### config.mk
export PLATFORM = sky130hd
export DESIGN_NAME = stopwatch_ctrl
export DESIGN_NICKNAME = d
export VERILOG_FILES = /design/src/rtl/stopwatch_ctrl.sv
export SDC_FILE = /design/constraint.sdc
export NUM_CORES = 1
export LEC_CHECK = 0
export CAP_MARGIN = 25
export CORE_MARGIN = 5
export CORE_UTILIZATION = 64
export DETAILED_ROUTE_END_ITERATION = 10
export PLACE_DENSITY = 0.84
export SETUP_SLACK_MARGIN = 0.3
export SYNTH_ARGS = -nofsm -noshare
export SYNTH_HDL_FRONTEND = slang
export SYNTH_SLANG_ARGS = --single-unit
export TNS_END_PERCENT = 10
### constraint.sdc
create_clock -name clk -period 3.1 [get_ports clk]
set_input_delay 0.465 -clock clk [delete_from_list [all_inputs] [get_ports clk]]
set_output_delay 0.465 -clock clk [all_outputs]
set_load 0.005 [all_outputs]
### src/rtl/stopwatch_ctrl.sv
// MM:SS stopwatch timekeeping and RUN/PAUSED/ADJUST mode control for the 7-segment display.
// Optional: define STOPWATCH_DEBOUNCE_EN to add 2-flop sync + counter debounce on the buttons.
module stopwatch_ctrl #(
  parameter int TICK_DIV  = 100000000,
  parameter int ADJ_DIV   = 50000000,
  parameter int BLINK_DIV = 25000000,
  parameter int DB_CYCLES = 1000000
) (
  input  logic       clk,
  input  logic       rst,
  input  logic       btn_pause,
  input  logic       btn_reset,
  input  logic       sw_adj,
  input  logic       sw_sel,
  output logic [3:0] digit0,
  output logic [3:0] digit1,
  output logic [3:0] digit2,
  output logic [3:0] digit3,
  output logic       blink,
  output logic       adjust,
  output logic       select,
  output logic       running
);

  // state     | meaning
  // ST_RUN    | time advances on every tick
  // ST_PAUSED | time and tick divider frozen
  // ST_ADJUST | time frozen, selected field stepped by the adjust divider
  localparam logic [1:0] ST_RUN    = 2'd0;
  localparam logic [1:0] ST_PAUSED = 2'd1;
  localparam logic [1:0] ST_ADJUST = 2'd2;

  localparam int TW = (TICK_DIV  > 1) ? $clog2(TICK_DIV)  : 1;
  localparam int AW = (ADJ_DIV   > 1) ? $clog2(ADJ_DIV)   : 1;
  localparam int BW = (BLINK_DIV > 1) ? $clog2(BLINK_DIV) : 1;
  localparam logic [TW-1:0] TICK_LAST  = TW'(TICK_DIV - 1);
  localparam logic [AW-1:0] ADJ_LAST   = AW'(ADJ_DIV - 1);
  localparam logic [BW-1:0] BLINK_LAST = BW'(BLINK_DIV - 1);

  if (TICK_DIV < 1 || ADJ_DIV < 1 || BLINK_DIV < 1 || DB_CYCLES < 1) begin : g_param_chk
    $error("stopwatch_ctrl: divider parameters must be >= 1");
  end

  logic [1:0]    btn_lvl;   // {reset, pause}
  logic [1:0]    btn_prev;
  logic          pause_edge, reset_edge;
  logic [1:0]    state, state_nxt, saved, saved_nxt;
  logic [TW-1:0] tick_cnt;
  logic [AW-1:0] adj_cnt;
  logic [BW-1:0] blink_cnt;
  logic [7:0]    sec, min, sec_nxt, min_nxt;
  logic          tick, adj_inc, sel_change;

`ifdef STOPWATCH_DEBOUNCE_EN
  localparam int DW = (DB_CYCLES > 1) ? $clog2(DB_CYCLES) : 1;
  localparam logic [DW-1:0] DB_LAST = DW'(DB_CYCLES - 1);
  logic [1:0]    sync1, sync2, db_lvl;
  logic [DW-1:0] db_cnt [2];

  always_ff @(posedge clk) begin
    if (rst) begin
      sync1  <= '0;
      sync2  <= '0;
      db_lvl <= '0;
      for (int i = 0; i < 2; i++) db_cnt[i] <= '0;
    end else begin
      sync1 <= {btn_reset, btn_pause};
      sync2 <= sync1;
      for (int i = 0; i < 2; i++) begin
        if (sync2[i] == db_lvl[i]) begin
          db_cnt[i] <= '0;
        end else if (db_cnt[i] == DB_LAST) begin
          db_lvl[i] <= sync2[i];
          db_cnt[i] <= '0;
        end else begin
          db_cnt[i] <= db_cnt[i] + 1'b1;
        end
      end
    end
  end
  assign btn_lvl = db_lvl;
`else
  logic [1:0] btn_q;

  always_ff @(posedge clk) begin
    if (rst) btn_q <= '0;
    else     btn_q <= {btn_reset, btn_pause};
  end
  assign btn_lvl = btn_q;
`endif

  assign pause_edge = btn_lvl[0] & ~btn_prev[0];
  assign reset_edge = btn_lvl[1] & ~btn_prev[1];

  function automatic logic [7:0] bcd_inc60(input logic [7:0] v);
    if (v[3:0] >= 4'd9) begin
      if (v[7:4] >= 4'd5) return 8'h00;
      return {v[7:4] + 4'd1, 4'd0};
    end
    return {v[7:4], v[3:0] + 4'd1};
  endfunction

  always_comb begin
    state_nxt = state;
    saved_nxt = saved;
    case (state)
      ST_RUN: begin
        if (sw_adj) begin
          state_nxt = ST_ADJUST;
          saved_nxt = ST_RUN;
        end else if (pause_edge) begin
          state_nxt = ST_PAUSED;
        end
      end
      ST_PAUSED: begin
        if (sw_adj) begin
          state_nxt = ST_ADJUST;
          saved_nxt = ST_PAUSED;
        end else if (pause_edge) begin
          state_nxt = ST_RUN;
        end
      end
      ST_ADJUST: begin
        if (!sw_adj) state_nxt = saved;
      end
      default: state_nxt = ST_RUN;
    endcase
  end

  assign tick       = (state == ST_RUN) && (tick_cnt == TICK_LAST);
  assign sel_change = (sw_sel != select);
  // a select change restarts the adjust period, so no step lands on the old field
  assign adj_inc    = (state == ST_ADJUST) && !sel_change && (adj_cnt == ADJ_LAST);

  always_comb begin
    sec_nxt = sec;
    min_nxt = min;
    if (reset_edge) begin
      sec_nxt = 8'h00;
      min_nxt = 8'h00;
    end else if (tick) begin
      sec_nxt = bcd_inc60(sec);
      if (sec == 8'h59) min_nxt = bcd_inc60(min);
    end else if (adj_inc) begin
      if (select) min_nxt = bcd_inc60(min);
      else        sec_nxt = bcd_inc60(sec);
    end
  end

  always_ff @(posedge clk) begin
    if (rst) begin
      state     <= ST_RUN;
      saved     <= ST_RUN;
      btn_prev  <= '0;
      tick_cnt  <= '0;
      adj_cnt   <= '0;
      blink_cnt <= '0;
      sec       <= 8'h00;
      min       <= 8'h00;
      blink     <= 1'b0;
      adjust    <= 1'b0;
      select    <= 1'b0;
      running   <= 1'b1;
    end else begin
      state    <= state_nxt;
      saved    <= saved_nxt;
      btn_prev <= btn_lvl;
      sec      <= sec_nxt;
      min      <= min_nxt;
      select   <= sw_sel;
      adjust   <= (state_nxt == ST_ADJUST);
      running  <= (state_nxt == ST_RUN);

      if (reset_edge || (state_nxt != state)) tick_cnt <= '0;
      else if (state == ST_RUN)               tick_cnt <= tick ? '0 : tick_cnt + 1'b1;

      if (state != ST_ADJUST || sel_change) adj_cnt <= '0;
      else                                  adj_cnt <= adj_inc ? '0 : adj_cnt + 1'b1;

      if (state_nxt != ST_ADJUST || state != ST_ADJUST) begin
        blink     <= 1'b0;
        blink_cnt <= '0;
      end else if (blink_cnt == BLINK_LAST) begin
        blink     <= ~blink;
        blink_cnt <= '0;
      end else begin
        blink_cnt <= blink_cnt + 1'b1;
      end
    end
  end

  assign digit0 = min[7:4];
  assign digit1 = min[3:0];
  assign digit2 = sec[7:4];
  assign digit3 = sec[3:0];

endmodule

Word level (Yosys, flattened, before mapping)
Cells that the tools add are included.
W data, S select, Z words.
{ "op_classes": {"multipliers": 0, "shift": 0, "bitwise": 5, "n_lt_le_gt_ge": 4, "reduce_logical": 24, "n_eq_ne": 17, "n_mux": 63, "n_div": 0, "addsub": 7} }
{ "op_table": {"columns": ["cell", "count"], "rows": [
  ["$mux W8", 21],
  ["$mux W1", 32],
  ["$add A27 B1 Y27 const B", 1],
  ["$eq A27 B27 Y1 const B", 1],
  ["$mux W27", 1],
  ["$add A26 B1 Y26 const B", 1],
  ["$eq A26 B26 Y1 const B", 1],
  ["$add A25 B1 Y25 const B", 1],
  ["$eq A25 B25 Y1 const B", 1],
  ["$add A4 B1 Y4 const B", 4],
  ["$mux W2", 7],
  ["$reduce_bool A2 Y1", 5],
  ["$eq A8 B7 Y1 const B", 1],
  ["$ge A4 B3 Y1 const B", 2],
  ["$ge A4 B4 Y1 const B", 2],
  ["$ne A2 B1 Y1 const B", 4],
  ["$ne A2 B2 Y1 const B", 4],
  ["$pmux W2 S3", 1],
  ["$reduce_and A3 Y1", 2],
  ["$reduce_or A2 Y1", 3],
  ["$reduce_or A3 Y1", 2],
  ["$reduce_and A5 Y1", 1],
  ["$eq A2 B2 Y1 const B", 2],
  ["$logic_not A2 Y1", 2],
  ["11 further kinds", 18]
]} }
{ "totals": {"inputBits": 6, "mem_count": 0, "word_cells": 135, "reg_bits": 106, "latch_bits": 0, "output_inout_bits": 20, "ramBits": 0, "romBits": 0} }

Logic depth before layout (Yosys ltp)
{ "depth": {"ltp_word": 13, "ltp_mapped": 8, "depth_no_buf": 7} }

Worst setup path after synthesis
OpenSTA, ideal clock, no wires.
{ "synth_path": {"path_type": "register to register", "from": "register adj_cnt[0]", "to": "register min[4]", "setup_time_ns": 0.072, "path_buffers": 0, "t_arrival_ns": 1.925, "required_ns": 3.028, "synth_period_minus_slack_ns": 1.996, "path_stages_with_launch": 7, "slack_ns": 1.104, "cell_sequence": "dfxtp_1 -> ha_1 -> and4_1 -> nand3_2 -> or4_4 -> a21boi_4 -> mux2i_1"} }
{ "synth_via": {"elab_chain_len": 4} }
{ "synth_lines": {"columns": ["element", "line", "text"], "rows": [
  ["from (decl)", "49", "logic [AW-1:0] adj_cnt;"],
  ["from (signal assigned)", "178", "else adj_cnt <= adj_inc ? '0 : adj_cnt + 1'b1;"],
  ["$eq A26 B26 Y1", "133", "assign adj_inc = (state == ST_ADJUST) && !sel_change && (adj_cnt == ADJ_LAST);"],
  ["$logic_and A1 B1 Y1", "133", null],
  ["$reduce_bool A2 Y1 (no source line)", null, null],
  ["$reduce_and A5 Y1 (no source line)", null, null],
  ["to (signal assigned)", "169", "min <= min_nxt;"],
  ["to (decl)", "51", "logic [7:0] sec, min, sec_nxt, min_nxt;"]
]} }
Every way passes these cells.
A chain may end at the register's enable or synchronous reset.

Final worst setup path
{ "layout_path": {"from": "register state[1]", "to": "register tick_cnt[3]"} }
{ "layout_via": {"elab_chain_len": 6, "elab_cells_between_ends": 14, "classes_between": "3 x eq/ne; 7 x mux; 4 x reduce/logical"} }
{ "layout_lines": {"columns": ["element", "line", "text"], "rows": [
  ["from (decl)", "47", "logic [1:0] state, state_nxt, saved, saved_nxt;"],
  ["from (signal assigned)", "165", "state <= state_nxt;"],
  ["$mux W2 (on tied branches)", "119, 111", null],
  ["$mux W2 (on tied branches)", "116, 108", null],
  ["$pmux W2 S3", "106", "case (state)"],
  ["$ne A2 B2 Y1", "174", "if (reset_edge || (state_nxt != state)) tick_cnt <= '0;"],
  ["$logic_or A1 B1 Y1", "174", null],
  ["$reduce_or A2 Y1 (no source line)", null, null],
  ["to (signal assigned)", "175", "else if (state == ST_RUN) tick_cnt <= tick ? '0 : tick_cnt + 1'b1;"],
  ["to (decl)", "48", "logic [TW-1:0] tick_cnt;"]
]} }
Parallel ways exist; a longest one is shown, timed or not.

==> results.sh <==
export IMPL_status="complete, no violations"
export IMPL_io_buffer_count=25
export IMPL_cp_top_family="simple AND/OR/NAND/NOR gates"
export IMPL_placed_area_sq_um=5330
export IMPL_place_congestion=0.847
export IMPL_timing_final_crit_share=0.760
export IMPL_die_w_um=98.3
export IMPL_core_rowCount=32
export IMPL_drc_errors=0
export IMPL_start_kind="flip-flop"
export IMPL_slew_viol_final=0
export IMPL_cts_buffer_depth=2
export IMPL_skew_ns=0.0125
export IMPL_hold_viol_final=0
export IMPL_fp_coreArea_sq_um=7650
export IMPL_syn_num_nets=589
export IMPL_cp_required_ns=3.33
export IMPL_min_period_ns=2.35
export IMPL_p_seq_frac=0.575
export IMPL_power_density_nw_per_um2=427
export IMPL_switching_share=0.221
export IMPL_place_detailed_hpwl_mm=6.87
export IMPL_syn_cell_area_sq_um=4990
export IMPL_p_switching_uw=524
export IMPL_tightest_slew_ns=0.862
export IMPL_async_reset_ff_frac=0
export IMPL_setup_viol=0
export IMPL_critPathMaxFanout=21
export IMPL_diodes=0
export IMPL_grt_pass1_vias=3839
export IMPL_grt_max_degree=27
export IMPL_layout_drive_gt1_share=0.0638
export IMPL_cellInternalPower_mw=1.85
export IMPL_r2r_slack_ns=0.75
export IMPL_post_cts_buffers=0
export IMPL_cts_tree="yes"
export IMPL_clk_pin_slew_ns=0.10
export IMPL_area_growth_pct=11.4
export IMPL_crit_chain="and4bb_1 > nand4_2 > or2_2 > nand2_1 > nor2_1"
export IMPL_cts_resized=0
export IMPL_clkPwrFrac=0.401
export IMPL_cp_data_arrival_time_ns=2.58
export IMPL_grt_overflow_total=0
export IMPL_synth_area_per_cell_sq_um=8.79
export IMPL_fin_nets=612
export IMPL_mostFrequentLayoutCell="dfxtp_1"
export IMPL_max_slew_margin=0.421
export IMPL_firstDrtPassIters=4
export IMPL_final_cell_area_sq_um=5560
export IMPL_cts_hold_buffers=0
export IMPL_p_leak_nw=1.75
export IMPL_drt_total_wl_mm=9.67
export IMPL_criticalPathCategory="flip-flop to flip-flop"
export IMPL_crit_slowest_cell="nand2_1"
export IMPL_ys_ff_latch=105
export IMPL_yosysSeqAreaShare=0.421
export IMPL_clock_latency_ns=0.37
export IMPL_hold_path_class="flip-flop to flip-flop"
export IMPL_path_buf_inv=0
export IMPL_setup_tns_final_ns=0
export IMPL_cts_sinks=105
export IMPL_yosys_warnings=0
export IMPL_design_die_area_sq_um=9670
export IMPL_rsz0062_at_grt="false"
export IMPL_start_util=0.653
export IMPL_io_pins=26
export IMPL_netlist_instances=568
export IMPL_grt_pass1_wl_mm=16.9
export IMPL_viasPerCell=5.65
export IMPL_fmax_mhz=425
export IMPL_clock_root_buffer="clkbuf_8"
export IMPL_h_tree_depth=3
export IMPL_critPathMaxStageDelay_ns=0.55
export IMPL_grt_usage=0.205
export IMPL_ant_nets=0
export IMPL_final_cell_mix="105 x dfxtp_1, 93 x nor2_1, 42 x nand2_1"
export IMPL_ir_drop_v=0.000354
export IMPL_synth_cell_type_count=55
export IMPL_wl_per_cell_um=13.9
export IMPL_drt_initial_drc_count=161
export IMPL_synth_edff_count=0
export IMPL_vias=3947
export IMPL_drv_cap=0
export IMPL_antenna_found_initial=0
export IMPL_die_y_um=98.3
export IMPL_synthFlopType="dfxtp_1"
export IMPL_critPathCaptureType="flip-flop"
export IMPL_p_comb_frac=0.024
export IMPL_cts_buffers=9
## through the flow
stage / hold slack [ns] / setup slack [ns] / instances / util / total power, mW
2_1_floorplan: 0.430 / 1.10 / 568 / - / 1.43
3_3_place_gp: 0.444 / 0.690 / 682 / 0.696 / 1.45
3_5_place_dp: 0.450 / 0.603 / 682 / 0.696 / 1.45
6_report: 0.467 / 0.745 / 698 / 0.727 / 2.37
5_1_grt: 0.497 / 0.573 / 698 / 0.727 / 2.47
4_1_cts: 0.471 / 0.735 / 698 / 0.727 / 2.40
## final cells by class
| type | count | area (sq um) |
|---|---|---|
| tap | 102 | 128 |
| timing repair buffer | 28 | 273 |
| fill | 584 | 2090 |
| clock inverter | 7 | 110 |
| inverter | 22 | 82.6 |
| multi-input combinational | 425 | 2740 |
| sequential | 105 | 2100 |
| clock buffer | 9 | 124 |
## registers in the layout, indices dropped and copies added, names as in the netlist, 2 cells and up
name / count
min: 8
sec: 8
btn_lvl: 2
tick_cnt: 27
adj_cnt: 26
btn_prev: 2
blink_cnt: 25
state: 2
## routing by layer
layer | vias up | GRT usage | part of all wire
li1 | 2012 | - | -
met1 | 1881 | 0.259 | 0.47
met2 | 46 | 0.348 | 0.49
met3 | 8 | 0.0500 | 0.034
met4 | 0 | 0.0557 | 0.0071
met5 | - | 0 | 0
## worst paths after layout
check,start,cells after the start,endpoint
worst max-delay path,state[1],5,tick_cnt[3]
worst max register to register,state[1],5,tick_cnt[3]
worst min-delay path,btn_lvl[0],1,btn_prev[0]
worst min register to register,btn_lvl[0],1,btn_prev[0]
## cells by family (layout without fill, tap and decap cells)
kind of cell             Yosys count  in the layout  synth area share
AND/OR/NAND/NOR                  280            280             0.301
flip-flops                       105            105             0.421
XOR/XNOR                          71             71             0.125
AO/OA/AOI/OAI                     54             54            0.0754
buffers and inverters             38             66            0.0301
adder cells (fa/ha/maj)           15             15            0.0376
multiplexers                       5              5            0.0103
## power groups by stage
stage	Sequential, mW	Clock (mW)	Combinational, mW
final	1.36	0.951	0.0578
after detailed placement	1.39	0	0.0580
after global routing	1.37	1.04	0.0654
after global placement	1.39	0	0.0570
after CTS	1.36	0.977	0.0584
after floorplan	1.39	0	0.0383
## synthesized netlist by cell type, types with 11 or more instances
cell | count | area, sq um
nor4_1 | 13 | 81.3
a21oi_1 | 16 | 80.1
nand4_1 | 20 | 125
xor2_1 | 34 | 298
nand3_1 | 35 | 175
inv_1 | 22 | 82.6
xnor2_1 | 37 | 324
nor3_1 | 11 | 55.1
nor2_1 | 93 | 349
ha_1 | 15 | 188
dfxtp_1 | 105 | 2100
nand2_1 | 42 | 158
o21ai_0 | 15 | 75.1
Power figures use the tool's default switching activity.
